--- src/rtl/seg_scan_ctrl_pkg.sv ---
// -----------------------------------------------------------------------------
// seg_pkg
// Shared types, constants and the hex-to-segment decode function used by the
// four-digit seven-segment scan controller.
//   SEG_BLANK   : all segments dark (active-low)
//   ANODE_OFF   : all digits deselected (active-low)
//   NUM_DIGITS  : digits scanned per frame
//   digit_idx_t : digit index
//   seg_t       : {g,f,e,d,c,b,a}, active-low
//   disp_t      : registered anode/segment pair
// -----------------------------------------------------------------------------
package seg_pkg;

  localparam logic [6:0] SEG_BLANK  = 7'h7F;
  localparam logic [3:0] ANODE_OFF  = 4'hF;
  localparam int         NUM_DIGITS = 4;

  typedef logic [1:0] digit_idx_t;
  typedef logic [6:0] seg_t;

  // Anode and segment lines always change on the same edge, so they are kept
  // together in one register.
  typedef struct packed {
    logic [3:0] anode;
    seg_t       segment;
  } disp_t;

  // Active-low glyphs for 0-9, A, b, C, d, E, F.
  function automatic seg_t hex_to_seg(input logic [3:0] nib);
    seg_t s;
    case (nib)
      4'h0:    s = 7'h40;
      4'h1:    s = 7'h79;
      4'h2:    s = 7'h24;
      4'h3:    s = 7'h30;
      4'h4:    s = 7'h19;
      4'h5:    s = 7'h12;
      4'h6:    s = 7'h02;
      4'h7:    s = 7'h78;
      4'h8:    s = 7'h00;
      4'h9:    s = 7'h10;
      4'hA:    s = 7'h08;
      4'hB:    s = 7'h03;
      4'hC:    s = 7'h46;
      4'hD:    s = 7'h21;
      4'hE:    s = 7'h06;
      default: s = 7'h0E;
    endcase
    return s;
  endfunction

endpackage

--- src/rtl/seg_scan_ctrl_if.sv ---
// -----------------------------------------------------------------------------
// seg_scan_ctrl_if
// Display-word write channel (valid/ready).
//   wr_valid : master offers wr_data
//   wr_data  : four hex nibbles, [3:0] = digit 0
//   wr_ready : slave shadow buffer is free
// -----------------------------------------------------------------------------
interface seg_scan_ctrl_if;

  logic        wr_valid;
  logic [15:0] wr_data;
  logic        wr_ready;

  modport master (
    output wr_valid,
    output wr_data,
    input  wr_ready
  );

  modport slave (
    input  wr_valid,
    input  wr_data,
    output wr_ready
  );

endinterface

--- src/rtl/seg_scan_ctrl_decoder.sv ---
// -----------------------------------------------------------------------------
// seg_decoder
// Combinational hex nibble to active-low seven-segment pattern.
//   nibble_i : hex value 0-F
//   seg_o    : {g,f,e,d,c,b,a}, active-low
// -----------------------------------------------------------------------------
module seg_decoder
  import seg_pkg::*;
(
  input  logic [3:0] nibble_i,
  output seg_t       seg_o
);

  assign seg_o = hex_to_seg(nibble_i);

endmodule

--- src/rtl/seg_scan_ctrl.sv ---
// -----------------------------------------------------------------------------
// seg_scan_ctrl
// Time-multiplexed scan sequencer for a 4-digit seven-segment display.
// Each digit owns a slot of SLOT_TICKS refresh ticks; the first BLANK_TICKS
// ticks are dark to suppress ghosting, followed by a lit window whose length
// is the brightness sampled at slot start. Display words arrive over a
// valid/ready channel into a shadow buffer and become visible only at a frame
// boundary (end of the digit-3 slot).
//   clk        : system clock
//   rstP       : synchronous active-high reset
//   tick       : single-cycle refresh strobe
//   en         : scan enable (0 = dark, counters frozen)
//   brightness : lit ticks per slot
//   wr         : display-word write channel (slave)
//   frame_done : one-cycle pulse at end of the digit-3 slot
//   segment    : {g,f,e,d,c,b,a}, active-low
//   anode      : digit select, active-low
// -----------------------------------------------------------------------------
module seg_scan_ctrl
  import seg_pkg::*;
#(
  parameter int SLOT_TICKS  = 8,
  parameter int BLANK_TICKS = 1,
  parameter int BRIGHT_W    = 3
) (
  input  logic                clk,
  input  logic                rstP,
  input  logic                tick,
  input  logic                en,
  input  logic [BRIGHT_W-1:0] brightness,
  seg_scan_ctrl_if.slave      wr,
  output logic                frame_done,
  output seg_t                segment,
  output logic [3:0]          anode
);

  localparam int PW = (SLOT_TICKS > 1) ? $clog2(SLOT_TICKS) : 1;
  // Comparison width: wide enough for phase, brightness and BLANK+on_ticks.
  localparam int CW = ((BRIGHT_W > PW) ? BRIGHT_W : PW) + 2;

  localparam logic [PW-1:0] PHASE_LAST = PW'(SLOT_TICKS - 1);
  localparam digit_idx_t    DIGIT_LAST = digit_idx_t'(NUM_DIGITS - 1);
  localparam logic [CW-1:0] BLANK_C    = CW'(BLANK_TICKS);
  localparam logic [CW-1:0] AVAIL_C    = CW'(SLOT_TICKS - BLANK_TICKS);

  logic [PW-1:0]       phase_q, phase_d;
  digit_idx_t          digit_q, digit_d;
  logic [15:0]         active_q, active_d;
  logic [15:0]         shadow_q, shadow_d;
  logic                pending_q, pending_d;
  logic [BRIGHT_W-1:0] bright_q, bright_d;
  disp_t               disp_q, disp_d;
  logic                frame_done_q, frame_done_d;

  logic                adv;
  logic                slot_wrap;
  logic                frame_end;
  logic                wr_fire;

  logic [CW-1:0]       phase_ext;
  logic [CW-1:0]       bright_ext;
  logic [CW-1:0]       on_ticks;
  logic                lit;

  logic [3:0]          nib_w [NUM_DIGITS];
  logic [3:0]          sel_nib;
  seg_t                dec_seg;

  // The shadow buffer is free whenever nothing is waiting for a frame boundary.
  assign wr.wr_ready = ~pending_q;

  // ---------------------------------------------------------------------------
  // Scan counters and word buffering
  // ---------------------------------------------------------------------------
  always_comb begin
    adv          = tick & en;
    slot_wrap    = adv & (phase_q == PHASE_LAST);
    frame_end    = slot_wrap & (digit_q == DIGIT_LAST);
    wr_fire      = wr.wr_valid & ~pending_q;

    phase_d      = phase_q;
    digit_d      = digit_q;
    bright_d     = bright_q;
    active_d     = active_q;
    shadow_d     = shadow_q;
    pending_d    = pending_q;
    frame_done_d = frame_end;

    if (adv) begin
      if (slot_wrap) begin
        phase_d  = '0;
        digit_d  = digit_q + digit_idx_t'(1);
        // Brightness is latched once per slot so a change never alters the
        // lit window of the slot already in progress.
        bright_d = brightness;
      end else begin
        phase_d  = phase_q + PW'(1);
      end
    end

    // A write can never coincide with the transfer: the channel is not ready
    // while a word is pending, so the two branches are mutually exclusive.
    if (frame_end && pending_q) begin
      active_d  = shadow_q;
      pending_d = 1'b0;
    end else if (wr_fire) begin
      shadow_d  = wr.wr_data;
      pending_d = 1'b1;
    end
  end

  // ---------------------------------------------------------------------------
  // Output pattern, computed from next-state so outputs track the tick that
  // caused them with a single register of latency.
  // ---------------------------------------------------------------------------
  for (genvar gi = 0; gi < NUM_DIGITS; gi++) begin : g_nib
    assign nib_w[gi] = active_d[4*gi +: 4];
  end

  assign sel_nib = nib_w[digit_d];

  seg_decoder u_dec (
    .nibble_i (sel_nib),
    .seg_o    (dec_seg)
  );

  always_comb begin
    phase_ext  = CW'(phase_d);
    bright_ext = CW'(bright_d);
    // The lit window cannot extend past the end of the slot.
    on_ticks   = (bright_ext < AVAIL_C) ? bright_ext : AVAIL_C;
    lit        = en & (phase_ext >= BLANK_C) & (phase_ext < (BLANK_C + on_ticks));

    disp_d.anode   = ANODE_OFF;
    disp_d.segment = SEG_BLANK;
    if (lit) begin
      // One-hot low: at most one digit is ever driven.
      disp_d.anode   = ~(4'b0001 << digit_d);
      disp_d.segment = dec_seg;
    end
  end

  // ---------------------------------------------------------------------------
  // State registers
  // ---------------------------------------------------------------------------
  always_ff @(posedge clk) begin
    if (rstP) begin
      phase_q        <= '0;
      digit_q        <= '0;
      active_q       <= 16'h0000;
      shadow_q       <= 16'h0000;
      pending_q      <= 1'b0;
      bright_q       <= '0;
      disp_q.anode   <= ANODE_OFF;
      disp_q.segment <= SEG_BLANK;
      frame_done_q   <= 1'b0;
    end else begin
      phase_q        <= phase_d;
      digit_q        <= digit_d;
      active_q       <= active_d;
      shadow_q       <= shadow_d;
      pending_q      <= pending_d;
      bright_q       <= bright_d;
      disp_q         <= disp_d;
      frame_done_q   <= frame_done_d;
    end
  end

  assign anode      = disp_q.anode;
  assign segment    = disp_q.segment;
  assign frame_done = frame_done_q;

endmodule

--- src/flat_wrapper.sv ---
// flat-port wrapper written by rule: the top's interface ports become plain ports
module seg_scan_ctrl_flat import seg_pkg::*;
#(
  parameter int SLOT_TICKS  = 8,
  parameter int BLANK_TICKS = 1,
  parameter int BRIGHT_W    = 3
)
  (clk, rstP, tick, en, brightness, frame_done, segment, anode, wr_wr_valid, wr_wr_data, wr_wr_ready);
  seg_scan_ctrl_if wr_i ();
  input  logic clk;
  input  logic rstP;
  input  logic tick;
  input  logic en;
  input  logic [BRIGHT_W-1:0] brightness;
  output logic frame_done;
  output seg_t segment;
  output logic [3:0] anode;
  input wire logic [$bits(wr_i.wr_valid)-1:0] wr_wr_valid;
  input wire logic [$bits(wr_i.wr_data)-1:0] wr_wr_data;
  output wire logic [$bits(wr_i.wr_ready)-1:0] wr_wr_ready;
  assign wr_i.wr_valid = wr_wr_valid;
  assign wr_i.wr_data = wr_wr_data;
  assign wr_wr_ready = wr_i.wr_ready;
  seg_scan_ctrl #(.SLOT_TICKS(SLOT_TICKS), .BLANK_TICKS(BLANK_TICKS), .BRIGHT_W(BRIGHT_W)) u_core (.clk(clk), .rstP(rstP), .tick(tick), .en(en), .brightness(brightness), .wr(wr_i), .frame_done(frame_done), .segment(segment), .anode(anode));
endmodule
--- config.mk ---
export PLATFORM = sky130hd
export DESIGN_NAME = seg_scan_ctrl_flat
export DESIGN_NICKNAME = d
export VERILOG_FILES = /design/src/rtl/seg_scan_ctrl_pkg.sv /design/src/rtl/seg_scan_ctrl_if.sv /design/src/rtl/seg_scan_ctrl_decoder.sv /design/src/rtl/seg_scan_ctrl.sv /design/src/flat_wrapper.sv
export SDC_FILE = /design/constraint.sdc
export NUM_CORES = 1
export LEC_CHECK = 0
export BUFFER_PORTS_ARGS = -buffer_cell sky130_fd_sc_hd__buf_2
export CAP_MARGIN = 10
export CELL_PAD_IN_SITES_DETAIL_PLACEMENT = 1
export CELL_PAD_IN_SITES_GLOBAL_PLACEMENT = 1
export CORE_MARGIN = 2
export CORE_UTILIZATION = 45
export DETAILED_ROUTE_END_ITERATION = 8
export PLACE_DENSITY = 0.78
export SYNTH_ARGS = -nofsm -noshare
export SYNTH_HDL_FRONTEND = slang
export SYNTH_SLANG_ARGS = --single-unit
--- constraint.sdc ---
create_clock -name clk -period 9.1 [get_ports clk]
set_input_delay 1.82 -clock clk [delete_from_list [all_inputs] [get_ports clk]]
set_output_delay 1.82 -clock clk [all_outputs]
set_load 0.01 [all_outputs]
==> After elaboration in Yosys (flattened, before gate mapping) <==
Memory sizes are Yosys's and may differ from the RTL's. A register that Yosys moved wholly into a read port is not among the register bits.
Cells that the tools add are included.
{ "word_totals": {"regBits": 46, "mem_bits_ro": 112, "word_cells": 45, "n_memories": 1} }
{ "classes": {"n_addsub": 3, "order_cmp": 4, "eq_ne": 2, "shift": 1, "muxes": 11, "n_bitwise": 11, "n_reduce_logical": 4} }
{ "mem_list": {"columns": ["memory", "words", "width", "read_ports", "rd_ports_with_merged_regs", "wr", "line_no", "source"], "rows": [
  ["(no name shown)", 16, 7, 1, 1, 0, "seg_scan_ctrl_pkg.sv:31", "case (nib)"]
]} }
{ "ops": {"columns": ["op", "n"], "rows": [
  ["$mux W16", 1],
  ["$mux W3", 5],
  ["$bmux W4 S2", 1],
  ["$mux W4", 2],
  ["$and A1 B1 Y1", 6],
  ["$add A1 B5 Y5 const A", 1],
  ["$lt A3 B5 Y1", 1],
  ["$mux W2", 2],
  ["$not A4 Y4", 1],
  ["$reduce_or A2 Y1", 2],
  ["$shl A1 B2 Y4 const A", 1],
  ["$add A3 B1 Y3 const B", 1],
  ["$eq A3 B3 Y1 const B", 1],
  ["$ge A3 B1 Y1 const B", 1],
  ["$ge A3 B3 Y1 const B", 1],
  ["$lt A3 B3 Y1 const B", 1],
  ["$not A1 Y1", 3],
  ["$not A2 Y3", 1],
  ["$add A2 B1 Y2 const B", 1],
  ["$eq A2 B2 Y1 const B", 1],
  ["$reduce_and A2 Y1", 1],
  ["$logic_and A1 B1 Y1", 1]
]} }

==> Longest topological paths before layout <==
{ "depth": {"depth_word": 11, "mapped_depth": 16, "ltp_nobuf": 13} }

==> Modules after synthesis <==
Synthesis repeated with hierarchy kept, for this count alone.
{ "unflattened": {"cells_unflattened": 253, "hier_area_um2": 2376.0} }
{ "modules_own_cells": {"columns": ["mod", "n_inst", "cells_per_inst", "area_each_um2", "seq_area_each_um2"], "rows": [
  ["seg_scan_ctrl", 1, 221, 2100.8, 1061.0],
  ["seg_decoder", 1, 32, 275.3, 0.0]
]} }

==> Worst setup path before layout <==
No wires, ideal clock.
{ "synth_timing": {"kind": "input to register", "startpoint": "input tick", "endpoint": "register, netlist name u_core.segment[5]", "setup_ps": 134, "arrival_ps": 3957, "t_required_ps": 8966, "slack_ps": 5008, "stages": 12, "path_cell_list": "and3_1 buf_6 mux2i_1 inv_2 ha_1 xor2_1 ha_1 nor4b_1 nor4_1 nor4b_2 buf_2 o221ai_1"} }
{ "synth_via": {"elab_chain_cells": 11} }
{ "synth_lines": {"columns": ["element", "line_no", "source"], "rows": [
  ["start, declared", "flat_wrapper.sv:12", "input logic tick;"],
  ["$and A1 B1 Y1 (*)", "seg_scan_ctrl.sv:76", "adv = tick & en;"],
  ["$and A1 B1 Y1", "seg_scan_ctrl.sv:77", "slot_wrap = adv & (phase_q == PHASE_LAST);"],
  ["$mux W3", "seg_scan_ctrl.sv:90", "if (slot_wrap) begin"],
  ["$mux W3 (*)", "seg_scan_ctrl.sv:89", "if (adv) begin"],
  ["net u_core.bright_d[0]", "seg_scan_ctrl.sv:51", "logic [BRIGHT_W-1:0] bright_q, bright_d;"],
  ["$lt A3 B3 Y1", "seg_scan_ctrl.sv:131", "on_ticks = (bright_ext < AVAIL_C) ? bright_ext : AVAIL_C;"],
  ["$mux W3 (*)", "seg_scan_ctrl.sv:131", null],
  ["$add A1 B5 Y5 (*)", "seg_scan_ctrl.sv:132", "lit = en & (phase_ext >= BLANK_C) & (phase_ext < (BLANK_C + on_ticks));"],
  ["$lt A3 B5 Y1 (*)", "seg_scan_ctrl.sv:132", null],
  ["$and A1 B1 Y1 (*)", "seg_scan_ctrl.sv:132", null],
  ["$not A1 Y1 (no line) (*)", null, null],
  ["$reduce_or A2 Y1 (no line) (*)", null, null]
]} }
Mark *: on every way through the listed nets, which the timed path passes. The rest lies on a longest branch. The select of a mux whose other input is x is not followed.
A chain may end at the register's enable or synchronous reset.

==> Worst setup path in the final report <==
{ "layout_timing": {"startpoint": "input en", "endpoint": "register, netlist name u_core.segment[5]"} }
{ "layout_via": {"elab_chain_cells": 11} }
{ "layout_lines": {"columns": ["element", "line_no", "source"], "rows": [
  ["start, declared", "flat_wrapper.sv:13", "input logic en;"],
  ["$and A1 B1 Y1 (*)", "seg_scan_ctrl.sv:76", null],
  ["$and A1 B1 Y1", "seg_scan_ctrl.sv:77", null],
  ["$mux W3", "seg_scan_ctrl.sv:90", null],
  ["$mux W3 (*)", "seg_scan_ctrl.sv:89", null],
  ["net u_core.bright_d[0]", "seg_scan_ctrl.sv:51", null],
  ["$lt A3 B3 Y1", "seg_scan_ctrl.sv:131", null],
  ["$mux W3 (*)", "seg_scan_ctrl.sv:131", null],
  ["$add A1 B5 Y5 (*)", "seg_scan_ctrl.sv:132", null],
  ["$lt A3 B5 Y1 (*)", "seg_scan_ctrl.sv:132", null],
  ["$and A1 B1 Y1 (*)", "seg_scan_ctrl.sv:132", null],
  ["$not A1 Y1 (no line) (*)", null, null],
  ["$reduce_or A2 Y1 (no line) (*)", null, null]
]} }
Marked as above.

==> results_dict.tcl <==
set metrics [dict create \
    clock-sinks 53 \
    cp.arrival_ns 4.86 \
    cp_common_cell "ha_1" \
    syn_avg_cell_area_um2 9.47 \
    layout-drive-gt1-share_pct 20.5 \
    port_buffers 36 \
    path_max_fanout 11 \
    cp_num_buf_inv 2 \
    num_vias 1720 \
    grt_max_degree 44 \
    maxSlewViolCount 0 \
    cts_resized 0 \
    die_h_um 75.4 \
    slew_headroom_pct 30.3 \
    period_share_pct 52.0 \
    syn_nets 277 \
    power_density_mw_per_mm2 155 \
    rows 25 \
    synth_edf_count 0 \
    tightest_slew_ns 1.04 \
    final_nets 307 \
    clock_path_buffers 2 \
    dpl.hpwl_um 3360 \
    critPathTopFamily "simple AND/OR/NAND/NOR gates" \
    avgRoutedWirePerCell_um 13.4 \
    worstPathRequired_ns 9.22 \
    synthTopCellsByArea "dfxtp_1 46%, mux2i_1 9.6%, nand2_1 6.2%" \
    cts_tree "done" \
    drtAntennaViolNets 0 \
    antenna_found_initial 0 \
    synth_seq_cells 53 \
    outcome "complete, no violations" \
    ios 37 \
    first_pass_iters 4 \
    startpoint_type "input pin" \
    synthesis.area_mm2 0.00229 \
    finClkSkew_ns 0.00881 \
    nFillCells 594 \
    rrSetupSlack_ns 5.24 \
    die_w_um 75.4 \
    drv_cap 0 \
    irDropWorstVdd_mv 0.0786 \
    hp-class "register to register" \
    crit_type "input pin to register" \
    ys_seq_area_share_pct 46.3 \
    post-cts-setup-buffer-count 0 \
    clk_pin_slew_ns 0.09 \
    synthCells 242 \
    cts_root_buf "clkbuf_8" \
    area_delta_synth_final_pct 11.3 \
    holdBufCountCts 0 \
    cp_cell_sequence "buf_2 > and3_1 > mux2i_1 > inv_2 > ha_1 > xor2_1 > ha_1 > nor4b_1 > nor4_1 > nor4b_2 > o221ai_1" \
    place_congestion 0.777 \
    max_stage_delay_ns 0.86 \
    grt_pass1_wl_um 7710 \
    slowest_stage "nor4b_2" \
    yosys.cell_types.count 37 \
    yosysWarnings 0 \
    antenna_cells 0 \
    wirelength_um 4550 \
    netlist.area_leader.share_pct 46.3 \
    finalCriticalPeriod_ns 4.74 \
    drc_errors 0 \
    core-area_mm2 0.00482 \
    start_util_pct 47.6 \
    yosysTopAreaCell "dfxtp_1" \
    dieArea_mm2 0.00568 \
    grt_usage_pct 17.7 \
    vias_per_cell 5.06 \
    ys_async_sr_fraction_pct 0 \
    clk_latency_ns 0.30 \
    synth_top_flop_cell "dfxtp_1" \
    fin_util_pct 52.9 \
    setup_violations 0 \
    htreeDepth 2 \
    grt_pass1_vias 1661 \
    p_leak_nw 1.20 \
    initialDrtViolationCount 51 \
    rsz0062_at_grt "false" \
    numCtsBuffers 5 \
    finalHoldViolCount 0 \
    fmax_mhz 211 \
    fin_setup_tns_ns 0 \
    end_kind "register" \
    overflow 0 \
]
## final timing paths
path                              startpoint                              end  cells past startpoint
max reg2reg     u_core.phase_q[0]$_SDFF_PP0_     u_core.segment[5]$_SDFF_PP1_                     12
min          u_core.shadow_q[8]$_SDFFE_PP0P_  u_core.shadow_q[8]$_SDFFE_PP0P_                      2
max                                       en     u_core.segment[5]$_SDFF_PP1_                     11
min reg2reg  u_core.shadow_q[8]$_SDFFE_PP0P_  u_core.shadow_q[8]$_SDFFE_PP0P_                      2
## cell type report
type                    count  area, um^2  share of cell area (%)
clock buffers               6        72.6                    2.85
clock inverters             2        10.0                   0.393
inverters                  11        41.3                    1.62
multi-input cells         164        1090                    42.9
flip-flops and latches     53        1060                    41.6
well taps                  67        83.8                    3.29
repair buffers             37         188                    7.36
## routing by layer
metal,vias up,GRT usage (%),share of wire [%]
li1,875,-,-
met1,815,22.2,47
met2,28,31.3,49
met3,2,3.97,3.5
met4,0,3.51,0.42
met5,-,0,0
## sequential cells by signal, summed over array words and instances (netlist names), 2 cells and up
register	flops
u_core.active_q	16
u_core.shadow_q	16
u_core.segment	7
u_core.anode	4
u_core.bright_q	3
u_core.phase_q	3
u_core.digit_q	2
## tightest hold or removal path, stage by stage, from the launching register on
cell and delay, ns:
dfxtp_1 0.32, nand2_1 0.05, a21oi_1 0.05
## power by group
group	internal [mW]	switching [mW]	leakage, nW
clock	0.0535	0.0732	0.0450
combinational	0.0111	0.0152	0.720
sequential	0.238	0.00302	0.431
## kinds of logic after synthesis
logic type	Yosys count	synth area share [%]
buffers and inverters	25	6.01
XOR/XNOR	4	1.86
flip-flops	53	46.3
AO/OA/AOI/OAI	30	8.52
adder cells (fa/ha/maj)	11	6.01
AND/OR/NAND/NOR	93	18.1
multiplexers	26	13.2
## cells in the final DEF (no fill, tap or decap), drive strengths merged
master and count:
o21ai 2, nand2 39, xor2 2, a21oi 19, o311ai 1, ha 11
nor3 4, o211ai 3, o221ai 3, clkinv 2, nor2b 2, mux4 3
clkbuf 6, and3 3, nand3 7, buf 37, nor3b 3, mux2i 23
o31ai 1, inv 11, nor4b 2, a22oi 1, nand2b 1, xnor2 2
dfxtp 53, nor2 31, nor4 1
## stage by stage
stage	instances	setup slack [ns]	instance area [um^2]	hold WS, ns	power, mW
floorplan	242	5.01	2290	0.436	0.262
global placement	331	4.23	2460	0.446	0.272
detailed placement	331	4.07	2460	0.452	0.273
CTS	339	4.37	2540	0.464	0.398
global route	340	4.08	2550	0.486	0.414
finish	340	4.36	2550	0.460	0.394
## synthesized netlist by cell type, types with 2 or more instances
cell type / n
and3_1: 3
a21oi_1: 19
o211ai_1: 3
nand2_1: 38
o221ai_1: 2
nor2b_1: 2
xor2_1: 2
ha_1: 11
buf_6: 3
nor3b_1: 3
clkbuf_1: 8
nand3_1: 6
mux2i_1: 22
nor2_1: 31
mux4_2: 3
dfxtp_1: 53
inv_1: 10
nor3_1: 4
No activity file was read; power rests on OpenSTA's default activity.
